**config.mk**
```make
export PLATFORM = sky130hd
export DESIGN_NAME = quantizer_multi
export DESIGN_NICKNAME = d
export VERILOG_FILES = /design/src/rtl/quantizer_pkg.sv /design/src/rtl/quantizer_multi_lane.sv /design/src/rtl/quantizer_multi.sv
export SDC_FILE = /design/constraint.sdc
export NUM_CORES = 2
export LEC_CHECK = 0
export CELL_PAD_IN_SITES_DETAIL_PLACEMENT = 2
export CELL_PAD_IN_SITES_GLOBAL_PLACEMENT = 2
export CORE_UTILIZATION = 30
export DETAILED_ROUTE_END_ITERATION = 8
export PLACE_DENSITY_LB_ADDON = 0.1
export SYNTH_ARGS = -nofsm -noshare
export SYNTH_HDL_FRONTEND = slang
export SYNTH_HIERARCHICAL = 1
export SYNTH_SLANG_ARGS = --single-unit
```
**constraint.sdc**
```tcl
create_clock -name clk -period 9.39 [get_ports clk]
set_clock_uncertainty 0.15 [all_clocks]
set_input_delay 2.817 -clock clk [delete_from_list [all_inputs] [get_ports clk]]
set_output_delay 2.817 -clock clk [all_outputs]
set_load 0.02 [all_outputs]
```
**src/rtl/quantizer_pkg.sv**
```systemverilog
// Shared types, JPEG reference matrices and reciprocal helper for the quantizer.
// Latency: n/a (package only).
// Backpressure: n/a (package only).
//
// Contents: comp_t (luma/chroma select), state_t (block FSM), QSHIFT (fixed-point
// scale of the reciprocal tables), standard JPEG quantization matrices and
// default_recip(), which gives floor(2^QSHIFT / Qstd) for one table entry.
package quantizer_pkg;

    typedef enum logic {
        COMP_Y = 1'b0,
        COMP_C = 1'b1
    } comp_t;

    typedef enum logic [1:0] {
        ST_IDLE = 2'd0,
        ST_RUN  = 2'd1,
        ST_DONE = 2'd2
    } state_t;

    // Reciprocals are stored as round-down of 2^QSHIFT / Qstd.
    localparam int QSHIFT = 12;

    // Row-major, index = row*8 + col.
    localparam int unsigned Q_LUMA [64] = '{
        16,  11,  10,  16,  24,  40,  51,  61,
        12,  12,  14,  19,  26,  58,  60,  55,
        14,  13,  16,  24,  40,  57,  69,  56,
        14,  17,  22,  29,  51,  87,  80,  62,
        18,  22,  37,  56,  68, 109, 103,  77,
        24,  35,  55,  64,  81, 104, 113,  92,
        49,  64,  78,  87, 103, 121, 120, 101,
        72,  92,  95,  98, 112, 100, 103,  99
    };

    localparam int unsigned Q_CHROMA [64] = '{
        17,  18,  24,  47,  99,  99,  99,  99,
        18,  21,  26,  66,  99,  99,  99,  99,
        24,  26,  56,  99,  99,  99,  99,  99,
        47,  66,  99,  99,  99,  99,  99,  99,
        99,  99,  99,  99,  99,  99,  99,  99,
        99,  99,  99,  99,  99,  99,  99,  99,
        99,  99,  99,  99,  99,  99,  99,  99,
        99,  99,  99,  99,  99,  99,  99,  99
    };

    // Intended for elaboration-time use only (constant tables).
    function automatic int unsigned default_recip(input comp_t comp, input int row, input int col);
        int unsigned q;
        int unsigned one;
        one = 32'd1 << QSHIFT;
        q   = (comp == COMP_Y) ? Q_LUMA[row*8 + col] : Q_CHROMA[row*8 + col];
        return one / q;
    endfunction

endpackage

```
**src/rtl/quantizer_multi_lane.sv**
```systemverilog
// One-element quantizer: signed multiply by reciprocal, round half toward +inf, saturate.
// Latency: combinational.
// Backpressure: none (pure function of inputs).
//
// Ports: i_z (signed coefficient), i_recip (unsigned reciprocal, 2^QSHIFT scale),
//        o_q (signed saturated result). A zero reciprocal yields zero.
// OUT_W must be smaller than DATA_W + RECIP_W + 2 - QSHIFT so the saturation window exists.
module quant_lane
#(
    parameter int DATA_W  = 11,
    parameter int OUT_W   = 11,
    parameter int RECIP_W = 13
) (
    input  logic signed [DATA_W-1:0]  i_z,
    input  logic        [RECIP_W-1:0] i_recip,
    output logic signed [OUT_W-1:0]   o_q
);
    import quantizer_pkg::*;

    localparam int PROD_W = DATA_W + RECIP_W + 1;
    // Shifted product plus one guard bit so the rounding increment cannot wrap.
    localparam int RES_W  = PROD_W - QSHIFT + 1;

    logic signed [PROD_W-1:0] w_z_ext;
    logic signed [PROD_W-1:0] w_r_ext;
    logic signed [PROD_W-1:0] w_prod;
    logic signed [RES_W-1:0]  w_res;
    logic                     w_ovf;
    logic                     w_unused_lsbs;

    assign w_z_ext = {{(PROD_W-DATA_W){i_z[DATA_W-1]}}, i_z};
    assign w_r_ext = {{(PROD_W-RECIP_W){1'b0}}, i_recip};
    assign w_prod  = w_z_ext * w_r_ext;

    // Arithmetic shift by QSHIFT, then add the first discarded bit: half rounds up.
    assign w_res = {w_prod[PROD_W-1], w_prod[PROD_W-1:QSHIFT]} + RES_W'(w_prod[QSHIFT-1]);

    // Fits in OUT_W only if every bit from the OUT_W sign bit upward agrees.
    assign w_ovf = !((&w_res[RES_W-1:OUT_W-1]) || (~|w_res[RES_W-1:OUT_W-1]));

    // Bits below the rounding bit are intentionally discarded.
    assign w_unused_lsbs = ^w_prod[QSHIFT-2:0];

    always_comb begin
        o_q = w_res[OUT_W-1:0];
        if (w_ovf) begin
            o_q = w_res[RES_W-1] ? {1'b1, {(OUT_W-1){1'b0}}} : {1'b0, {(OUT_W-1){1'b1}}};
        end
    end

endmodule

```
**src/rtl/quantizer_multi.sv**
```systemverilog
// 8x8 JPEG block quantizer, ROWS_PER_CYCLE rows per clock through quant_lane instances.
// Latency: out_enable 8/ROWS_PER_CYCLE + 1 cycles after the cycle enable is presented.
// Backpressure: none; enable is accepted only in IDLE/DONE and silently ignored in RUN.
//
// Ports: clk; rst (sync, active-low); enable/comp_sel/Z (start pulse, table select,
//        signed block); Q (registered block), out_enable (DONE pulse), busy (RUN..DONE).
// Optional QUANT_TABLE_LOAD_EN: adds tbl_we/tbl_comp/tbl_addr/tbl_wdata runtime table
// writes (IDLE/DONE only) and tbl_err, a one-cycle pulse when a write arrives in RUN.
module quantizer_multi
#(
    parameter int DATA_W         = 11,
    parameter int OUT_W          = 11,
    parameter int ROWS_PER_CYCLE = 1,   // 1, 2, 4 or 8
    parameter int RECIP_W        = 13
) (
    input  logic                     clk,
    input  logic                     rst,
    input  logic                     enable,
    input  logic                     comp_sel,
    input  logic signed [DATA_W-1:0] Z [0:7][0:7],
    output logic signed [OUT_W-1:0]  Q [0:7][0:7],
    output logic                     out_enable,
    output logic                     busy
`ifdef QUANT_TABLE_LOAD_EN
    ,
    input  logic                     tbl_we,
    input  logic                     tbl_comp,
    input  logic [5:0]               tbl_addr,
    input  logic [RECIP_W-1:0]       tbl_wdata,
    output logic                     tbl_err
`endif
);
    import quantizer_pkg::*;

    localparam int         RPC      = ROWS_PER_CYCLE;
    // cnt is 3 bits; with RPC = 8 the step wraps to 0, which is harmless (single group).
    localparam logic [2:0] CNT_STEP = 3'(RPC);
    localparam logic [2:0] LAST_CNT = 3'(8 - RPC);

    state_t                   r_state;
    state_t                   w_state_nxt;
    logic [2:0]               r_cnt;
    comp_t                    r_comp;
    logic signed [DATA_W-1:0] r_z [0:7][0:7];
    logic signed [OUT_W-1:0]  r_q [0:7][0:7];
    logic                     w_accept;

    logic        [RECIP_W-1:0] w_def    [0:1][0:63];
    logic signed [OUT_W-1:0]   w_lane_q [0:RPC-1][0:7];

    // Default reciprocal tables as elaboration-time constants.
    for (genvar c = 0; c < 2; c++) begin : g_def_c
        for (genvar a = 0; a < 64; a++) begin : g_def_a
            localparam int unsigned RV = default_recip((c == 0) ? COMP_Y : COMP_C, a / 8, a % 8);
            assign w_def[c][a] = RECIP_W'(RV);
        end
    end

`ifdef QUANT_TABLE_LOAD_EN
    logic [RECIP_W-1:0] r_tbl [0:1][0:63];
    logic               r_tbl_err;

    always_ff @(posedge clk) begin
        if (!rst) begin
            r_tbl_err <= 1'b0;
            for (int c = 0; c < 2; c++) begin
                for (int a = 0; a < 64; a++) begin
                    r_tbl[c][a] <= w_def[c][a];
                end
            end
        end else begin
            r_tbl_err <= tbl_we && (r_state == ST_RUN);
            // The table feeds the lanes during RUN, so writes are only taken outside it.
            if (tbl_we && (r_state != ST_RUN)) begin
                r_tbl[tbl_comp][tbl_addr] <= tbl_wdata;
            end
        end
    end

    assign tbl_err = r_tbl_err;
`endif

    assign w_accept = enable && ((r_state == ST_IDLE) || (r_state == ST_DONE));

    // FSM: state register
    always_ff @(posedge clk) begin
        if (!rst) begin
            r_state <= ST_IDLE;
        end else begin
            r_state <= w_state_nxt;
        end
    end

    // FSM: next state
    always_comb begin
        w_state_nxt = r_state;
        unique case (r_state)
            ST_IDLE: if (enable) w_state_nxt = ST_RUN;
            ST_RUN:  if (r_cnt == LAST_CNT) w_state_nxt = ST_DONE;
            ST_DONE: w_state_nxt = enable ? ST_RUN : ST_IDLE;
            default: w_state_nxt = ST_IDLE;
        endcase
    end

    // FSM: outputs
    always_comb begin
        out_enable = (r_state == ST_DONE);
        busy       = (r_state == ST_RUN) || (r_state == ST_DONE);
    end

    // Block capture and row counter.
    always_ff @(posedge clk) begin
        if (!rst) begin
            r_cnt  <= '0;
            r_comp <= COMP_Y;
            for (int i = 0; i < 8; i++) begin
                for (int j = 0; j < 8; j++) begin
                    r_z[i][j] <= '0;
                end
            end
        end else if (w_accept) begin
            r_cnt  <= '0;
            r_comp <= comp_sel ? COMP_C : COMP_Y;
            r_z    <= Z;
        end else if (r_state == ST_RUN) begin
            r_cnt <= r_cnt + CNT_STEP;
        end
    end

    // Lane g handles row r_cnt+g of the current group.
    for (genvar g = 0; g < RPC; g++) begin : g_lane
        logic [2:0] w_row;
        assign w_row = r_cnt + 3'(g);
        for (genvar j = 0; j < 8; j++) begin : g_col
            logic [RECIP_W-1:0] w_recip;
`ifdef QUANT_TABLE_LOAD_EN
            assign w_recip = r_tbl[r_comp][{w_row, 3'(j)}];
`else
            assign w_recip = w_def[r_comp][{w_row, 3'(j)}];
`endif
            quant_lane #(
                .DATA_W  (DATA_W),
                .OUT_W   (OUT_W),
                .RECIP_W (RECIP_W)
            ) u_lane (
                .i_z     (r_z[w_row][j]),
                .i_recip (w_recip),
                .o_q     (w_lane_q[g][j])
            );
        end
    end

    // Row r belongs to the group starting at r - r%RPC and comes from lane r%RPC;
    // unprocessed rows keep the previous block's values.
    always_ff @(posedge clk) begin
        if (!rst) begin
            for (int r = 0; r < 8; r++) begin
                for (int c = 0; c < 8; c++) begin
                    r_q[r][c] <= '0;
                end
            end
        end else if (r_state == ST_RUN) begin
            for (int r = 0; r < 8; r++) begin
                if (r_cnt == 3'(r - (r % RPC))) begin
                    r_q[r] <= w_lane_q[r % RPC];
                end
            end
        end
    end

    assign Q = r_q;

endmodule

```
==> summary.md <==
| Metric | Value |
|---|---|
| Fillers | `37,600` |
| DR vias | `90,200` |
| Setup TNS | `0 ns` |
| Ys async rst share | `0%` |
| H-tree depth | `4` |
| I/O Pins | `1,414` |
| Clock slew at reported path FFs | `0.06 ns` |
| YS warnings | `6` |
| Yosys top cell by area | `dfxtp_1` |
| CP Class | `reg -> reg` |
| Worst skew pair latency | `0.87 ns` |
| Crit path from | `r_cnt[0]` |
| CP Data Required Time | `10.03 ns` |
| Fmax | `110 MHz` |
| #FFs+latches synth | `1,414` |
| # rows | `213` |
| Final-report setup violation count | `0` |
| Max-cap viol count | `0` |
| Clock Tree Buf Depth | `4` |
| Synth Flop Type | `dfxtp_1` |
| Final min period | `9.11 ns` |
| Max IR drop VDD | `0.164 mV` |
| Die Y | `585 µm` |
| Slowest stage delay, CP | `0.58 ns` |
| Vias in the first global route | `101,000` |
| Pleak | `0.0518 µW` |
| Outcome | `complete, no violations` |
| Stages on worst setup path | `30` |
| Post-DP HPWL | `398,000 µm` |
| Startpoint types | `flip-flop` |
| Largest delay contributor family on the critical path | `adder cells` |
| P per Cell Area | `194 mW/mm²` |
| CP dominant cell by count | `fa_1` |
| Least-Margin Pin Slew | `1.46 ns` |
| Worst R2R Setup Slack | `0.28 ns` |
| DR vias/cell | `5.03` |
| FF+latch area | `0.0283 mm²` |
| Die Width | `585 µm` |
| Largest net degree at the start of global routing | `217` |
| Sequential area share after synthesis | `27.7%` |
| EDFF count, synth | `0` |
| Final worst-path cycle share | `97.0%` |
| PortBufs | `1,413` |
| Final-report max-slew violation count | `0` |
| CP Max Fanout | `12` |
| R2R cell count | `30` |
| RR Startpoint | `r_cnt[0]` |
| Clk sinks | `1,414` |
| WL per Instance | `28.0 µm` |
| Final-stage net count | `15,300` |
| Die area | `0.342 mm²` |
| Inserted Clock Buffers | `177` |
| Antenna violations before repair | `75` |
| Pre-CTS setup slack | `-0.307 ns` |
| CTS tree | `yes` |
| Critical path buffers and inverters | `8` |
| Top cells by area, synth | `dfxtp_1, fa_1, nand2_1` |
| Core area | `0.337 mm²` |
| Critical path data arrival time | `9.75 ns` |
| Slew HR | `2.88%` |
| P&R area growth vs syn | `25.2%` |
| Initial Utilization | `30.2%` |
| Mapped Area | `0.102 mm²` |
| Crit end category | `flip-flop` |
| Placer Congestion | `0.881` |
| CP max-delay cell | `a211oi_2` |
| Global-route wire length before repair | `722,000 µm` |
| Clock root cell | `clkbuf_16` |
| FF-to-FF End | `Q[213]` |
| DRT iter0 DRCs | `4,126` |
| Share of cells above drive strength 1 | `7.89%` |
| DRC | `0` |
| Fin. Hold Viols | `0` |
| Antenna violation net count after detailed routing | `0` |
| Hold buffer count at cts | `0` |
| Overflow after GRT | `0` |
| Mean Syn Cell Area | `8.46 µm²` |
| Synth cell types | `128` |
| Multi-input logic area | `0.0665 mm²` |
| Hold/Removal Path Class | `reg -> reg` |
| Syn Inst Count | `12,100` |
| RSZ-0062 raised after global routing | `yes` |
| Post-layout util | `37.9%` |
| WHS | `0.304 ns` |
| Final WL | `502,000 µm` |
| Setup WS post-layout | `0.282 ns` |
| Synth top area share | `27.7%` |
| Commonest non-fill, non-tap cell in the layout | `nand2_1` |
| GRT Total Usage | `28.8%` |
| Most frequent cells in the layout | `nand2_1, clkdlybuf4s50_1, dfxtp_1` |
| Worst setup path end | `Q[213]` |
| DRT Pass-1 Iters | `5` |
## worst register-to-register path, delay by kind of cell, from the launching register on
| family | cells | cell delay [ns] |
|---|---|---|
| AOI/OAI and AO/OA | 7 | 2.31 |
| xor gates and xnor gates | 1 | 0.26 |
| adders and majority gates | 8 | 3.36 |
| buffers and inverters | 8 | 1.17 |
| DFF | 1 | 0.43 |
| and+or+nand+nor | 6 | 1.37 |
## area by class of cell
class                   instances  area share, %
diodes                         79          0.155
clock buffers                 268           4.14
clock inverters                54          0.653
inverters                    1040           3.07
multi-input cells            8814           52.0
flip-flops and latches       1414           22.2
well taps                    4515           4.42
repair buffers               1746           13.4
## Yosys cell counts (65+ instances only)
| library cell | n |
|---|---|
| nand2_1 | 3780 |
| a21boi_1 | 331 |
| inv_1 | 1032 |
| a21boi_0 | 1093 |
| clkbuf_1 | 440 |
| and2_1 | 505 |
| xor2_1 | 65 |
| ha_1 | 622 |
| xnor2_1 | 94 |
| mux4_2 | 176 |
| o21ai_0 | 89 |
| dfxtp_1 | 1414 |
| buf_2 | 231 |
| fa_1 | 776 |
| a21oi_1 | 192 |
| nor2_1 | 159 |
| buf_4 | 123 |
## where the power goes
part           internal (µW)  leakage (µW)  switching, µW
clock                   4360       0.00300           2990
sequential              6280        0.0115            215
combinational           3800        0.0373           7150
## worst min-delay path by stage
stage	startpoint	endpoint	slack, ns	cells past startpoint
6_report	r_z[460]	r_z[460]	0.30	2
5_1_grt	r_z[478]	r_z[478]	0.32	2
4_1_cts	r_z[460]	r_z[460]	0.31	2
3_5_place_dp	r_z[460]	r_z[460]	0.30	2
3_3_place_gp	r_z[404]	r_z[404]	0.29	2
2_1_floorplan	r_z[118]	r_z[118]	0.28	2
## registers in the layout (all words and copies together) (netlist names)
register and count:
r_z 704, r_cnt 3, r_state 2, Q 704, r_comp 1
## repair_timing
action,in CTS,in global routing
endpoints found under the setup margin,80,622
pin swaps,0,3
resized for setup,13,77
buffers inserted,0,16
## layer usage
layer,vias to the layer above,global-route usage [%],routed length [µm]
met5,-,0,91
met1,46700,35.4,212000
li1,41000,-,-
met3,633,4.33,22100
met4,14,13.8,28100
met2,1844,49.0,240000
## logic make-up (layout without fill, tap and decap cells)
group	Yosys count	count (layout)	synth area share (%)
muxes	198	198	4.11
buffers and inverters	1909	3108	8.05
other	1	159	0.00368
DFF	1414	1414	27.7
and+or+nand+nor	4891	4891	20.6
adders and majority gates	1398	1398	22.9
xor gates and xnor gates	167	167	1.49
AOI/OAI and AO/OA	2080	2080	15.1
## through the flow
| stage | cells | total power [µW] | instance area [µm²] |
|---|---|---|---|
| 2_1_floorplan | 12100 | 12900 | 102000 |
| 3_3_place_gp | 17500 | 17200 | 121000 |
| 3_5_place_dp | 17500 | 17500 | 121000 |
| 4_1_cts | 17800 | 24900 | 127000 |
| 5_1_grt | 17900 | 26100 | 128000 |
| 6_report | 17900 | 24800 | 128000 |
No activity file was read; power rests on OpenSTA's default activity.
